==> src/rtl/hydra_port_scheduler_if.sv <==
// hydra_port_scheduler_if: request/occupancy inputs and grant outputs of one read port's scheduler
interface hydra_port_scheduler_if #(parameter int PRIOR_NUM = 8);
    logic                 wrr_en;
    logic                 ready;
    logic [PRIOR_NUM-1:0] queue_nonempty;
    logic                 pkt_done;
    logic                 sel_vld;
    logic [2:0]           sel_prior;
    logic                 busy;
    modport master (output wrr_en, ready, queue_nonempty, pkt_done, input sel_vld, sel_prior, busy);
    modport slave  (input wrr_en, ready, queue_nonempty, pkt_done, output sel_vld, sel_prior, busy);
endinterface

==> src/rtl/hydra_port_scheduler.sv <==
// hydra_port_scheduler: strict-priority / weighted-round-robin packet scheduler for one switch read port
module hydra_port_scheduler #(
    parameter int PRIOR_NUM = 8,
    parameter int CREDIT_W  = 4
) (
    input logic clk,
    input logic rst_n,
    hydra_port_scheduler_if.slave bus
);
    typedef enum logic {IDLE, SERVE} state_t;
    state_t state, state_nxt;
    logic req_q, grant, reload;
    logic [PRIOR_NUM-1:0] eligible;
    logic [2:0] hi_nonempty, hi_eligible, choice;
    logic [CREDIT_W-1:0] credit [PRIOR_NUM];

    always_comb begin
        hi_nonempty = '0;
        hi_eligible = '0;
        for (int p = 0; p < PRIOR_NUM; p++) begin
            eligible[p] = bus.queue_nonempty[p] && credit[p] != '0;
            if (bus.queue_nonempty[p]) hi_nonempty = 3'(p);
            if (eligible[p]) hi_eligible = 3'(p);
        end
    end

    // with no eligible credit left, WRR reloads and serves the top nonempty queue
    assign reload = bus.wrr_en && eligible == '0;
    assign choice = (bus.wrr_en && |eligible) ? hi_eligible : hi_nonempty;
    assign grant  = state == IDLE && (bus.ready || req_q) && |bus.queue_nonempty;

    always_ff @(posedge clk)
        if (!rst_n) state <= IDLE;
        else state <= state_nxt;

    always_comb
        state_nxt = (state == IDLE) ? (grant ? SERVE : IDLE) : (bus.pkt_done ? IDLE : SERVE);

    always_comb
        bus.busy = state == SERVE;

    always_ff @(posedge clk)
        if (!rst_n) begin
            bus.sel_vld   <= 1'b0;
            bus.sel_prior <= '0;
            req_q         <= 1'b0;
        end else begin
            bus.sel_vld <= grant;
            if (grant) bus.sel_prior <= choice;
            req_q <= !grant && (bus.ready || req_q);
        end

    always_ff @(posedge clk)
        for (int p = 0; p < PRIOR_NUM; p++)
            if (!rst_n) credit[p] <= CREDIT_W'(p + 1);
            else if (grant && bus.wrr_en)
                credit[p] <= reload ? CREDIT_W'(p + 1) - CREDIT_W'(3'(p) == choice)
                                    : credit[p] - CREDIT_W'(3'(p) == choice);
endmodule

==> src/flat_wrapper.sv <==
// flat-port wrapper written by rule: the top's interface ports become plain ports
module hydra_port_scheduler_flat 
#(
    parameter int PRIOR_NUM = 8,
    parameter int CREDIT_W  = 4
)
  (clk, rst_n, bus_wrr_en, bus_ready, bus_queue_nonempty, bus_pkt_done, bus_sel_vld, bus_sel_prior, bus_busy);
  hydra_port_scheduler_if #(.PRIOR_NUM(PRIOR_NUM)) bus_i ();
  input logic clk;
  input logic rst_n;
  input wire logic [$bits(bus_i.wrr_en)-1:0] bus_wrr_en;
  input wire logic [$bits(bus_i.ready)-1:0] bus_ready;
  input wire logic [$bits(bus_i.queue_nonempty)-1:0] bus_queue_nonempty;
  input wire logic [$bits(bus_i.pkt_done)-1:0] bus_pkt_done;
  output wire logic [$bits(bus_i.sel_vld)-1:0] bus_sel_vld;
  output wire logic [$bits(bus_i.sel_prior)-1:0] bus_sel_prior;
  output wire logic [$bits(bus_i.busy)-1:0] bus_busy;
  assign bus_i.wrr_en = bus_wrr_en;
  assign bus_i.ready = bus_ready;
  assign bus_i.queue_nonempty = bus_queue_nonempty;
  assign bus_i.pkt_done = bus_pkt_done;
  assign bus_sel_vld = bus_i.sel_vld;
  assign bus_sel_prior = bus_i.sel_prior;
  assign bus_busy = bus_i.busy;
  hydra_port_scheduler #(.PRIOR_NUM(PRIOR_NUM), .CREDIT_W(CREDIT_W)) u_core (.clk(clk), .rst_n(rst_n), .bus(bus_i));
endmodule
==> config.mk <==
export PLATFORM = sky130hd
export DESIGN_NAME = hydra_port_scheduler_flat
export DESIGN_NICKNAME = d
export VERILOG_FILES = /design/src/rtl/hydra_port_scheduler_if.sv /design/src/rtl/hydra_port_scheduler.sv /design/src/flat_wrapper.sv
export SDC_FILE = /design/constraint.sdc
export NUM_CORES = 1
export LEC_CHECK = 0
export ABC_AREA = 1
export CORE_ASPECT_RATIO = 0.75
export CORE_MARGIN = 10
export CORE_UTILIZATION = 60
export DETAILED_ROUTE_END_ITERATION = 8
export PLACE_DENSITY_LB_ADDON = 0.12
export RECOVER_POWER = 25
export SYNTH_ARGS = -nofsm -noshare
export SYNTH_HDL_FRONTEND = slang
export SYNTH_SLANG_ARGS = --single-unit
==> constraint.sdc <==
create_clock -name clk -period 7.6 [get_ports clk]
set_clock_uncertainty 0.15 [all_clocks]
set_input_delay 2.28 -clock clk [delete_from_list [all_inputs] [get_ports clk]]
set_output_delay 2.28 -clock clk [all_outputs]
set_load 0.05 [all_outputs]
==> results of run 1 <==
cell usage in the layout, fill, tap and decap left out, types with 5 or more instances in the layout:
cell	instances
xnor2_1	6
clkdlybuf4s50_1	11
a21oi_1	11
o21ai_0	5
nor2_1	33
nand3_1	7
inv_1	36
ha_1	16
nand2_4	5
dfxtp_1	6
clkbuf_8	5
nand2_1	49
nand2_2	9
edfxtp_1	32
nor2_2	11
xor2_1	8
dlygate4sd3_1	6
final timing paths:
check	slack, ns	to	from
setup / recovery	2.32	u_core.credit[1][5]$_SDFFCE_PN1P_	bus_queue_nonempty[4]
hold / removal	0.35	u_core.bus.sel_prior[2]$_SDFFE_PN0P_	u_core.bus.sel_prior[2]$_SDFFE_PN0P_
setup reg to reg	4.75	u_core.credit[0][13]$_SDFFCE_PN0P_	u_core.credit[0][13]$_SDFFCE_PN0P_
hold reg to reg	0.35	u_core.bus.sel_prior[2]$_SDFFE_PN0P_	u_core.bus.sel_prior[2]$_SDFFE_PN0P_
state kept, by name (all words and copies together), names as in the netlist:
signal                flops
u_core.bus.busy           1
u_core.bus.sel_prior      3
u_core.bus.sel_vld        1
u_core.credit            32
u_core.req_q              1
cell families after synthesis:
family	count (synthesis)	share of synthesized area (%)
compound gates	29	7.88
flops	38	43.9
fa+ha+maj	16	8.14
simple gates	131	27.8
xor+xnor	14	4.98
buf+inv	43	7.22
layer usage:
metal / vias to the layer above / wire, um / GRT usage, %
met3: 7 / 207 / 4.63
met2: 28 / 2140 / 22.6
met1: 812 / 2280 / 17.3
li1: 923 / - / -
met5: - / 0 / 0
met4: 0 / 54 / 4.37
power by group through the flow:
stage / Sequential [mW] / Combinational, mW / Clock (mW)
2_1_floorplan: 0.260 / 0.0504 / 0
3_3_place_gp: 0.250 / 0.0848 / 0
3_5_place_dp: 0.250 / 0.0854 / 0
4_1_cts: 0.246 / 0.0859 / 0.136
5_1_grt: 0.248 / 0.0922 / 0.147
6_report: 0.246 / 0.0827 / 0.134
final cells by class:
| type | count | area [um2] |
|---|---|---|
| tap | 55 | 68.8 |
| multi-input combinational | 190 | 1190 |
| inverter | 39 | 146 |
| sequential | 38 | 1080 |
| clock buffer | 6 | 72.6 |
| clock inverter | 2 | 8.76 |
| timing repair buffer | 18 | 174 |
| fill | 342 | 1260 |
critical path, delay by kind of cell:
family	cells	cell delay, ns
and+or+nand+nor	3	0.45
AOI/OAI and AO/OA	2	0.28
buffers and inverters	3	1.98
==> metrics.cfg, run 1 <==
[logic_synthesis]
syn_inst=271
synth.area.top_cells=edfxtp_1 (39%), ha_1 (8.1%), nand2_1 (7.5%), inv_1 (5.5%), nor2_1 (5.0%)
ys_seq_area_share_pct=43.9
synthTopCellsByCount=nand2_1 (49), inv_1 (36), nor2_1 (33)
yosysMostFrequentCell=nand2_1
yosysTopAreaCell=edfxtp_1
ys_ff_latch=38
ys_warn_count=0
synth_flop_cell=edfxtp_1
netlist_area_mm2=0.00246
synth_edf_count=32
synth_top_area_share_pct=39.1
ys_types=33
synth_nets=300
syn_area_per_cell_um2=9.08
async_flop_share_pct=0

[route]
wl_per_cell_um=13.4
vias=1770
ant_nets=0
drc_errors=0
wl_mm=4.68
via_per_inst=5.09
drt_first_iter_violations=127
first_pass_iters=4

[final_layout]
nNetsFinal=321
fin_area_mm2=0.00274
antenna_cells=0
drive_above_1_share_pct=16.7
fin_cells=348
area_delta_synth_final_pct=11.4
utilization_pct=68.4

[cts]
clk_pin_slew_ns=0.07
clock_path_buffers=2
cts_hold_buf=0
cts_tree=yes
h-tree-depth=2
cts_inserted_buffers=5
clock_sinks=38
root_buffer=clkbuf_8
cts_setup_buffers=0
worstSkewPairLatency_ns=0.30
cts.repair.resized=0

[global_route]
overflow=0
grt_pass1_wl_mm=7.71
grt_max_degree=33
grt_pass1_vias=1690
groute.usage.overall_pct=13.9
antenna_found_initial=0

[place]
dp_slack_ns=2.58
place_congestion=0.911
portBuffers=17
hpwl_mm=3.56
dp.cells=340
postPlaceCellArea_mm2=0.00268

[sta]
period_minus_slack_ns=5.28
min_period_over_period_pct=69.5
finalSetupTns_ns=0
rsz0062_at_grt=no
setup_slack_ns=2.32
final-setup-viol-count=0
max_freq_ghz=0.189
fin_hold_ws_ns=0.349
slew_headroom_pct=-15.5
drv_slew=33
worst_pin_slew_ns=1.73
finalHoldViolCount=0

[setup_path]
max_stage_delay_ns=1.26
crit_slowest_cell=clkbuf_1
crit_chain=dlygate4sd3_1 -> nor2_1 -> nand3_1 -> o41ai_1 -> nor2_4 -> inv_1 -> o21ai_0 -> clkbuf_1
crit_arrival_ns=5.02
end_kind=flop
crit_fanout=32
r2r_cells=16
critical_path_required_ns=7.33
setup.worst_path.start_class=primary input
critical_path_class=in2reg

[pwr]
p_leak_nw=1.18
power_switching_mw=0.131
pwr-share-comb_pct=17.9
clkPwrFrac_pct=28.9
power_mw=0.463
intPower_mw=0.332
powerDensity_mw_per_mm2=169
p_sw_share_pct=28.2
seqPwrFrac_pct=53.2
ir_drop_mv=0.115

[outcome]
violations=max-capacitance violations, max-slew violations
status=complete, but fails checks

[min_path]
hold_class=reg2reg
worstHoldPathCells=2

[floorplanning]
core_area_mm2=0.00400
io_pins=18
dieArea_mm2=0.00709
rows=20
fp.dieW_um=93.9
initial_core_util_pct=61.4
die_y_um=75.5

[job]
cap_violations=1

Note: power is estimated with default switching activity, not from simulation.
==> run 2: changes to the inputs <==
--- a/config.mk
+++ b/config.mk
@@ -8,7 +8,7 @@
 export ABC_AREA = 1
 export CORE_ASPECT_RATIO = 0.75
 export CORE_MARGIN = 10
-export CORE_UTILIZATION = 60
+export CORE_UTILIZATION = 59
 export DETAILED_ROUTE_END_ITERATION = 8
 export PLACE_DENSITY_LB_ADDON = 0.12
 export RECOVER_POWER = 25
==> constraint.sdc (replaced) <==
create_clock -name clk -period 5.2 [get_ports clk]
set_clock_uncertainty 0.15 [all_clocks]
set_input_delay 1.56 -clock clk [delete_from_list [all_inputs] [get_ports clk]]
set_output_delay 1.56 -clock clk [all_outputs]
set_load 0.05 [all_outputs]
==> run 2 against run 1 <==
Net effect: the run now ends clean; count of clock-buffer cells in the layout is 1 higher; design area rose by 0.64%; combinational power grew 49%; cell count stayed put; non-clock buffer count is the same; setup slack lost 1.2 ns; wire length decreased by 2.2%; core utilization about the same; clock power up 58%; sequential power increased by 46%; sequential cell count did not move; power grew 50%; largest cell class unchanged.
==> metrics.cfg, run 2 (synthesized netlist as in run 1, its figures left out) <==
[floorplanning]
rows=20
die_y_um=75.9
io_pins=18
core_area_mm2=0.00403
initial_core_util_pct=61.1
fp.dieW_um=94.6
dieArea_mm2=0.00718

[sta]
drv_slew=0
finalSetupTns_ns=0
period_minus_slack_ns=4.06
slew_headroom_pct=55.3
worst_pin_slew_ns=0.662
fin_hold_ws_ns=0.338
rsz0062_at_grt=no
max_freq_ghz=0.246
final-setup-viol-count=0
finalHoldViolCount=0
setup_slack_ns=1.14
min_period_over_period_pct=78.1

[final_layout]
fin_area_mm2=0.00276
final_cell_mix=nand2_1 (49), inv_1 (36), nor2_1 (33)
reg_top3=u_core.credit (32), u_core.bus.sel_prior (3)
regMostFlops=u_core.credit
utilization_pct=68.4
drive_above_1_share_pct=17.7
layout_commonest_cell=nand2_1
nNetsFinal=321
fin_cells=348
area_delta_synth_final_pct=12.1
antenna_cells=0
largest_register_ffs=32

[route]
vias=1720
ant_nets=0
drt_first_iter_violations=99
drc_errors=0
wl_per_cell_um=13.1
via_per_inst=4.94
wl_mm=4.57
first_pass_iters=4

[place]
hpwl_mm=3.50
dp.cells=340
portBuffers=17
postPlaceCellArea_mm2=0.00268
place_congestion=0.809
dp_slack_ns=0.925

[cts]
cts_setup_buffers=0
h-tree-depth=2
clk_pin_slew_ns=0.08
cts.repair.resized=0
root_buffer=clkbuf_8
clock_path_buffers=2
clock_sinks=38
cts_tree=yes
worstSkewPairLatency_ns=0.30
cts_inserted_buffers=5
cts_hold_buf=0

[setup_path]
end_kind=flop
r2r_end=u_core.credit[0][13]$_SDFFCE_PN0P_
path_common_cell=nand2_4
r2r_slack_ns=2.37
critical_path_required_ns=5.19
crit_family=simple AND/OR/NAND/NOR gates
r2r-start=u_core.credit[1][6]$_SDFFCE_PP1P_
cp.depth=15
setup.worst_path.start_class=primary input
max_stage_delay_ns=0.62
crit_chain=dlygate4sd3_1 -> nand2_4 -> nand2_4 -> nor2_8 -> nand2_8 -> nand2_4 -> nand2_1 -> nand2_2 -> nor2_1 -> nand2_1 -> inv_1 -> ha_1 -> ha_1 -> or2_2 -> a21oi_1
crit_slowest_cell=dlygate4sd3_1
crit_buf_inv=2
critical_path_class=in2reg
crit_fanout=8
crit_arrival_ns=4.06
r2r_cells=16

[job]
cap_violations=0

[global_route]
grt_max_degree=22
overflow=0
grt_pass1_wl_mm=7.92
grt_pass1_vias=1702
antenna_found_initial=0
groute.usage.overall_pct=13.8

[min_path]
min_from=u_core.bus.busy$_SDFF_PN0_
worstHoldPathCells=2
hold_class=reg2reg
min_to=u_core.bus.busy$_SDFF_PN0_

[outcome]
status=completed

[pwr]
powerDensity_mw_per_mm2=252
power_mw=0.694
ir_drop_mv=0.159
p_leak_nw=1.19

run 2: cell types whose count changed in the layout (fill, tap and decap cells not counted), sizes merged:
| cell | delta |
|---|---|
| buf | +1 |
| clkinv | -1 |
run 2: cell type report:
type                       count  area, um2
tap                           55       68.8
clock buffer                   7       86.3
inverter                      39        146
sequential                    38       1080
fill                         338       1270
clock inverter                 1       5.00
multi-input combinational    190       1190
timing repair buffer          18        178
run 2: power breakdown:
group | total [mW] | internal, mW | switching, mW | leakage, nW
Sequential | 0.359 | 0.349 | 0.00958 | 0.344
Clock | 0.212 | 0.107 | 0.105 | 0.0482
Combinational | 0.123 | 0.0439 | 0.0796 | 0.795
run 2: how the worst max path moves through the flow:
stage,start,endpoint,slack (ns)
finish,bus_queue_nonempty[4],u_core.credit[0][13]$_SDFFCE_PN0P_,1.14
global route,bus_queue_nonempty[4],u_core.credit[0][13]$_SDFFCE_PN0P_,0.94
CTS,bus_queue_nonempty[4],u_core.credit[0][13]$_SDFFCE_PN0P_,1.23
detailed placement,bus_queue_nonempty[4],u_core.credit[0][13]$_SDFFCE_PN0P_,0.92
global placement,bus_queue_nonempty[4],u_core.credit[0][13]$_SDFFCE_PN0P_,0.97
floorplan,bus_queue_nonempty[7],u_core.credit[0][0]$_SDFFCE_PN1P_,0.25
run 2: per-layer routing:
layer / wire length (um) / GRT usage [%] / vias up
met3: 215 / 3.35 / 7
met4: 60 / 4.03 / 0
met2: 2060 / 21.1 / 26
met1: 2240 / 18.6 / 764
li1: - / - / 923
met5: 0 / 0 / -
run 2: tightest hold or removal path: stages (launching register included):
cell and delay, ns:
dfxtp_1 0.33, nand2_1 0.06, o22ai_1 0.06
==> run 3: changes to the inputs <==
==> constraint.sdc (replaced) <==
create_clock -name clk -period 4.1 [get_ports clk]
set_clock_uncertainty 0.15 [all_clocks]
set_input_delay 1.23 -clock clk [delete_from_list [all_inputs] [get_ports clk]]
set_output_delay 1.23 -clock clk [all_outputs]
set_load 0.05 [all_outputs]
==> run 3 against run 2 <==
Net effect: largest power group unchanged; design area barely moved; critical path depth fell by 7; core utilization barely moved; setup slack got worse by 0.79 ns; wire length rose by 4.6%; die area did not move; clock power rose by 14%; sequential power rose by 27%; hold slack improved by 0.0098 ns; combinational power rose by 27%; register-to-register slack got worse by 1.1 ns; global-route usage rose by 0.79 points.
==> metrics.cfg, run 3 (synthesized netlist as in run 1, its figures left out) <==
[route]
wl_per_cell_um=13.6
drt_first_iter_violations=104
wl_mm=4.79
first_pass_iters=4
ant_nets=0
via_per_inst=5.07
vias=1779
drc_errors=0

[cts]
clock_path_buffers=2
cts_setup_buffers=0
cts_tree=yes
root_buffer=clkbuf_8
cts_hold_buf=0
clk_pin_slew_ns=0.07
cts_inserted_buffers=5
clock_sinks=38
h-tree-depth=2
worstSkewPairLatency_ns=0.29
cts.repair.resized=0

[floorplanning]
rows=20
core_area_mm2=0.00403
fp.dieW_um=94.6
io_pins=18
die_y_um=75.9
dieArea_mm2=0.00718
initial_core_util_pct=61.1

[setup_path]
crit_arrival_ns=3.54
crit_family=buffers and inverters
crit_slowest_cell=o41ai_1
crit_chain=dlygate4sd3_1 -> nor2_1 -> nand3_1 -> o41ai_1 -> nor2_4 -> inv_1 -> o21ai_0 -> buf_2
setup.worst_path.start_class=primary input
crit_buf_inv=3
end_kind=flop
crit_fanout=32
max_stage_delay_ns=0.62
critical_path_class=in2reg
critical_path_required_ns=3.89

[final_layout]
fin_area_mm2=0.00276
fin_cells=351
final_cell_mix=nand2_1 (49), inv_1 (36), nor2_1 (33)
layout_commonest_cell=nand2_1
fill_cells=346
utilization_pct=68.5
antenna_cells=0
nNetsFinal=324
regMostFlops=u_core.credit
area_delta_synth_final_pct=12.2
largest_register_ffs=32
drive_above_1_share_pct=17.2
reg_top3=u_core.credit (32), u_core.bus.sel_prior (3)

[global_route]
grt_max_degree=33
grt_pass1_wl_mm=8.49
grt_pass1_vias=1839
antenna_found_initial=0
overflow=0
groute.usage.overall_pct=14.6

[place]
hpwl_mm=3.76
portBuffers=17
dp.cells=343
place_congestion=0.839
postPlaceCellArea_mm2=0.00270
dp_slack_ns=0.192

[pwr]
powerDensity_mw_per_mm2=310
ir_drop_mv=0.273
p_leak_nw=1.19

[sta]
finalHoldViolCount=0
min_period_over_period_pct=91.4
slew_headroom_pct=50.7
period_minus_slack_ns=3.75
worst_pin_slew_ns=0.739
max_freq_ghz=0.267
drv_slew=0
finalSetupTns_ns=0
final-setup-viol-count=0
rsz0062_at_grt=no
setup_slack_ns=0.351

[outcome]
status=completed

[job]
cap_violations=0

[min_path]
hold_class=reg2reg

## run 3: metrics by stage
step / hold WS, ns / power, mW
5_1_grt: 0.397 / 0.898
3_5_place_dp: 0.350 / 0.626
2_1_floorplan: 0.388 / 0.575
3_3_place_gp: 0.340 / 0.623
4_1_cts: 0.359 / 0.866
6_report: 0.348 / 0.854
## run 3: power breakdown
group,internal (mW),switching (mW)
logic,0.0551,0.101
registers,0.443,0.0126
clock network,0.121,0.121
## run 3: layout make-up
class,instances,area (um2),share of cell area (%)
well taps,55,68.8,2.49
multi-input cells,190,1190,43.1
flip-flops and latches,38,1080,39.2
clock buffers,8,80.1,2.90
inverters,39,146,5.31
repair buffers,21,194,7.03
## run 3: final timing paths
kind / startpoint / slack (ns) / cells past startpoint / to
hold / removal: u_core.bus.busy$_SDFF_PN0_ / 0.35 / 2 / u_core.bus.busy$_SDFF_PN0_
hold reg to reg: u_core.bus.busy$_SDFF_PN0_ / 0.35 / 2 / u_core.bus.busy$_SDFF_PN0_
setup reg to reg: u_core.credit[1][14]$_SDFFCE_PN0P_ / 1.25 / 14 / u_core.credit[0][13]$_SDFFCE_PN0P_
setup / recovery: bus_queue_nonempty[4] / 0.35 / 8 / u_core.credit[0][0]$_SDFFCE_PN1P_
## run 3: worst register-to-register path, cell delays in order, from the launching register on
cell and delay [ns]:
edfxtp_1 0.43, nor2_2 0.15, nand2_1 0.11, nand2_2 0.10
nand2_4 0.08, a31oi_1 0.30, nand3_1 0.14, nand2_2 0.16
nor2_1 0.06, nand2_1 0.07, inv_1 0.05, ha_1 0.20
ha_1 0.28, or2_2 0.29, a21oi_1 0.14
## run 3: metal layers
layer | routed length, um | global-route usage [%]
met1 | 2220 | 18.2
met4 | 42 | 3.73
met3 | 179 | 4.53
met5 | 0 | 0
met2 | 2350 | 23.6
==> edit 1, RTL diff (config.mk and constraints of run 2) <==
`PRIOR_NUM` is set to 8 in 3 places; all go to 16.
--- a/src/rtl/hydra_port_scheduler_if.sv
+++ b/src/rtl/hydra_port_scheduler_if.sv
@@ -1,5 +1,5 @@
 // hydra_port_scheduler_if: request/occupancy inputs and grant outputs of one read port's scheduler
-interface hydra_port_scheduler_if #(parameter int PRIOR_NUM = 8);
+interface hydra_port_scheduler_if #(parameter int PRIOR_NUM = 16);
     logic                 wrr_en;
     logic                 ready;
     logic [PRIOR_NUM-1:0] queue_nonempty;
--- a/src/rtl/hydra_port_scheduler.sv
+++ b/src/rtl/hydra_port_scheduler.sv
@@ -1,6 +1,6 @@
 // hydra_port_scheduler: strict-priority / weighted-round-robin packet scheduler for one switch read port
 module hydra_port_scheduler #(
-    parameter int PRIOR_NUM = 8,
+    parameter int PRIOR_NUM = 16,
     parameter int CREDIT_W  = 4
 ) (
     input logic clk,
--- a/src/flat_wrapper.sv
+++ b/src/flat_wrapper.sv
@@ -1,7 +1,7 @@
 // flat-port wrapper written by rule: the top's interface ports become plain ports
 module hydra_port_scheduler_flat 
 #(
-    parameter int PRIOR_NUM = 8,
+    parameter int PRIOR_NUM = 16,
     parameter int CREDIT_W  = 4
 )
   (clk, rst_n, bus_wrr_en, bus_ready, bus_queue_nonempty, bus_pkt_done, bus_sel_vld, bus_sel_prior, bus_busy);
Ports: changed (resized bus_queue_nonempty); port bits go from 18 to 26. No check against the original RTL was run, so the function may have changed too.
==> edit 1 against run 2 <==
Setup slack worse by 290 ps. Routed wire length up 95%. Synthesized area up 77%. Die area up 57%. Critical path depth up 5. Total power up 90%. Design area up 78%. Sequential cell count up 32. Critical path type unchanged. Largest cell class is now registers.
==> edit 1: results (changes against run 2) <==
- Outcome: complete, no violations
- Largest regs: u_core.credit: 64 flops, u_core.bus.sel_prior: 3 flops
- Post-synthesis sequential area ratio: 47.0% (+3.0 points)
- Worst setup endpoint: u_core.credit[1][30]$_SDFFCE_PN0P_
- Post-Place Setup Slack: 589 ps (-335 ps)
- GRT Total Usage: 16.7% (+2.9 points)
- Post-Layout Cell Count: 611 (+76%)
- Number of global-route vias before repair: 3112 (+83%)
- Layout cell share with drive strength beyond 1: 10.4% (-7.4 points)
- Routing usage on met3: 4.17% (+0.83 points)
- Met1 WL: 4070 um (+82%)
- Met2 Use GR: 28.4% (+7.3 points)
- Post-Syn Instances: 471 (+74%)
- Lkg Pwr: 2.13 nW (+79%)
- CTS buffer count: 9 (+4)
- Post-Syn Nets: 524 (+75%)
- Largest net degree at the start of global routing: 35 (+59%)
- Synth top area cells: edfxtp_1, ha_1, nand2_1
- Met3 routed WL: 401 um (+87%)
- Hold Slack: 343 ps (+4.53 ps)
- Post-synth EDFFs: 64 (+100%)
- Fillcell total: 574 (+70%)
- Worst R2R Start: u_core.credit[1][10]$_SDFFCE_PP0P_
- Achievable Freq: 0.230 GHz (-6.6%)
- Nets: 558 (+74%)
- Post-DP HPWL: 6730 um (+92%)
- Area after DPL: 4730 sq um (+77%)
-- edit 1: changes by cell type in the layout (fill, tap and decap cells not counted), moves of 7 or more --
cell,run 2,this run
nand2_1,49,84
ha_1,16,32
nor2_2,11,4
nor2_1,33,77
nand3_1,7,14
clkdlybuf4s50_1,11,18
xnor2_1,6,20
edfxtp_1,32,64
inv_1,36,72
o211ai_1,2,15
-- edit 1: power by group through the flow --
stage	registers [W]	logic (W)	clock network, W
floorplan	0.000685	0.000109	0
global placement	0.000671	0.000182	0
detailed placement	0.000672	0.000186	0
CTS	0.000660	0.000187	0.000484
global route	0.000662	0.000204	0.000510
finish	0.000660	0.000181	0.000476
-- edit 1: area by class of cell --
class                           instances  area [sq um]  share of cell area [%]
Sequential cell                        70          2040                    41.5
Multi-Input combinational cell        315          1960                    39.9
Inverter                               79           299                    6.08
Timing Repair Buffer                   30           285                    5.80
Clock buffer                           11           131                    2.67
Tap cell                              101           126                    2.57
Clock inverter                          5          73.8                    1.50
-- edit 1: worst max-delay path, delay by kind of cell --
kind,cells,cell delay (ps)
buffers and inverters,5,860
and+or+nand+nor,11,1110
AOI/OAI and AO/OA,1,190
xor gates and xnor gates,1,130
adders and majority gates,2,430
-- edit 1: cells by family (layout without fill, tap and decap cells) --
| kind of cell | after synthesis | count (layout) | share of synthesized area (%) |
|---|---|---|---|
| DFF | 70 | 70 | 47.0 |
| buffers and inverters | 86 | 125 | 7.74 |
| and+or+nand+nor | 208 | 208 | 21.3 |
| AOI/OAI and AO/OA | 47 | 47 | 9.15 |
| adders and majority gates | 32 | 32 | 9.21 |
| xor gates and xnor gates | 28 | 28 | 5.64 |
==> edit 2, RTL diff (flow settings as in run 2) <==
Made on the original files. Make the reset (`rst_n`) asynchronous in 2 clocked blocks.
--- a/src/rtl/hydra_port_scheduler.sv
+++ b/src/rtl/hydra_port_scheduler.sv
@@ -29,7 +29,7 @@
     assign choice = (bus.wrr_en && |eligible) ? hi_eligible : hi_nonempty;
     assign grant  = state == IDLE && (bus.ready || req_q) && |bus.queue_nonempty;
 
-    always_ff @(posedge clk)
+    always_ff @(posedge clk or negedge rst_n)
         if (!rst_n) state <= IDLE;
         else state <= state_nxt;
 
@@ -39,7 +39,7 @@
     always_comb
         bus.busy = state == SERVE;
 
-    always_ff @(posedge clk)
+    always_ff @(posedge clk or negedge rst_n)
         if (!rst_n) begin
             bus.sel_vld   <= 1'b0;
             bus.sel_prior <= '0;
Function: differs if rst_n is asserted again (counterexample within 4 cycles, from zero or initial values and one cycle with rst_n low); with rst_n held inactive, the same outputs for 10 cycles.
==> edit 2 against run 2 <==
Hold slack lost 1.6 ps. First-iteration DRC count grew 32%. Non-clock buffer count is the same. Setup slack gained 5.6 ps. Critical path depth shrank 7. Design area shrank 2.5%. Synthesized area shrank 2.0%. Routed wire length shrank 0.59%. Largest cell class unchanged. Global-route usage grew 0.30 points. Synthesized cell count shrank 2.2%. Sequential cell count is the same.
Power is not compared: it rests on default switching activity, and its combinational part moved more than twofold at a synthesized area within 25%.
==> edit 2: results (changes against run 2) <==
- Outcome: complete, no violations
- Area after DPL: 2630 sq um (-1.8%)
- Worst setup endpoint: u_core.credit[1][12]$_SDFFCE_PN0P_
- WP data arrival: 3770 ps (-290 ps)
- Synth top area cells: edfxtp_1, ha_1, nand2_1
- Routed vias/inst: 5.05 (+2.2%)
- # diodes: 0 (unchanged)
- Synth Area in Compound Gates: 5.45% (-2.4 points)
- Power, Total: 0.000882 W
- Largest net degree at the start of global routing: 33 (+50%)
- Hold Slack: 337 ps (-1.58 ps)
- DRT iter0 DRCs: 131 (+32%)
- Slew of the pin with the lowest slew margin: 804 ps (+143 ps)
- Worst R2R Start: u_core.credit[1][5]$_SDFFCE_PN1P_
- Post-Place Setup Slack: 893 ps (-32.1 ps)
- Most instantiated cells after synthesis: nand2_1, nor2_1, edfxtp_1, inv_1, ha_1
- Layout cell share with drive strength beyond 1: 16.0% (-1.7 points)
- Post-synthesis sequential area ratio: 46.1% (+2.2 points)
- Post-Syn Instances: 265 (-2.2%)
- Worst hold endpoint: u_core.bus.sel_prior[0]$_DFFE_PN0P_
- Crit Reg-Reg Endpoint: u_core.credit[0][13]$_SDFFCE_PN0P_
- Fillcell total: 330 (-2.4%)
- FFs w/ async S/R, synth: 15.8% (+16 points)
- Final worst path period need: 4060 ps (-5.64 ps)
- Worst-Skew Late Latency: 290 ps
- Min-Delay Startpoint: u_core.bus.sel_prior[0]$_DFFE_PN0P_
- Reg-to-reg setup timing slack: 2370 ps (about the same)
- Worst path max stage delay: 580 ps (-40 ps)
- First-pass GRT wire length: 7840 um (-1.0%)
- GP Congestion: 0.864 (+6.9%)
- Adder and majority cell fraction of the synthesized area: 8.31% (+0.17 points)
- Wire per inst: 13.3 um (+1.2%)
- Synth cell types: 31 (-6.1%)
- Synth Area in XOR/XNOR: 5.09% (+0.10 points)
- Power Internal: 0.000571 W
- Post-Syn Nets: 294 (-2.0%)
- Cell count after placement: 335 (-1.5%)
- GRT Total Usage: 14.1% (+0.30 points)
- CP Max Fanout: 32 (+24)
- Nets: 316 (-1.6%)
- Post-DP HPWL: 3510 um (+0.11%)
- Final Core Density: 67.2% (-1.3 points)
## edit 2: changes by cell type in the layout (fill, tap and decap cells not counted), sizes merged, moves of 3 or more
cell,delta
inv,-9
dfrtp,+6
dfxtp,-6
a21oi,-5
nand3,+5
or2,+4
o21ai,+3
## edit 2: cell families (layout without fill, tap and decap cells)
group	count (synthesis)	in the layout
AO/OA/AOI/OAI	23	23
AND/OR/NAND/NOR	139	139
buffers and inverters	35	57
flip-flops	38	38
adder cells (fa/ha/maj)	16	16
XOR/XNOR	14	14
## edit 2: cell type report
cell class | count | share of cell area [%]
clock buffers | 7 | 2.84
flip-flops and latches | 38 | 41.3
inverters | 32 | 4.51
repair buffers | 18 | 6.51
multi-input cells | 192 | 42.3
well taps | 55 | 2.56
## edit 2: metal layers
layer / track usage [%] / part of all wire [%] / up-vias
met5: 0 / 0 / -
li1: - / - / 913
met3: 3.25 / 5.7 / 4
met4: 5.04 / 0.88 / 0
met1: 19.0 / 49 / 775
met2: 21.7 / 45 / 35
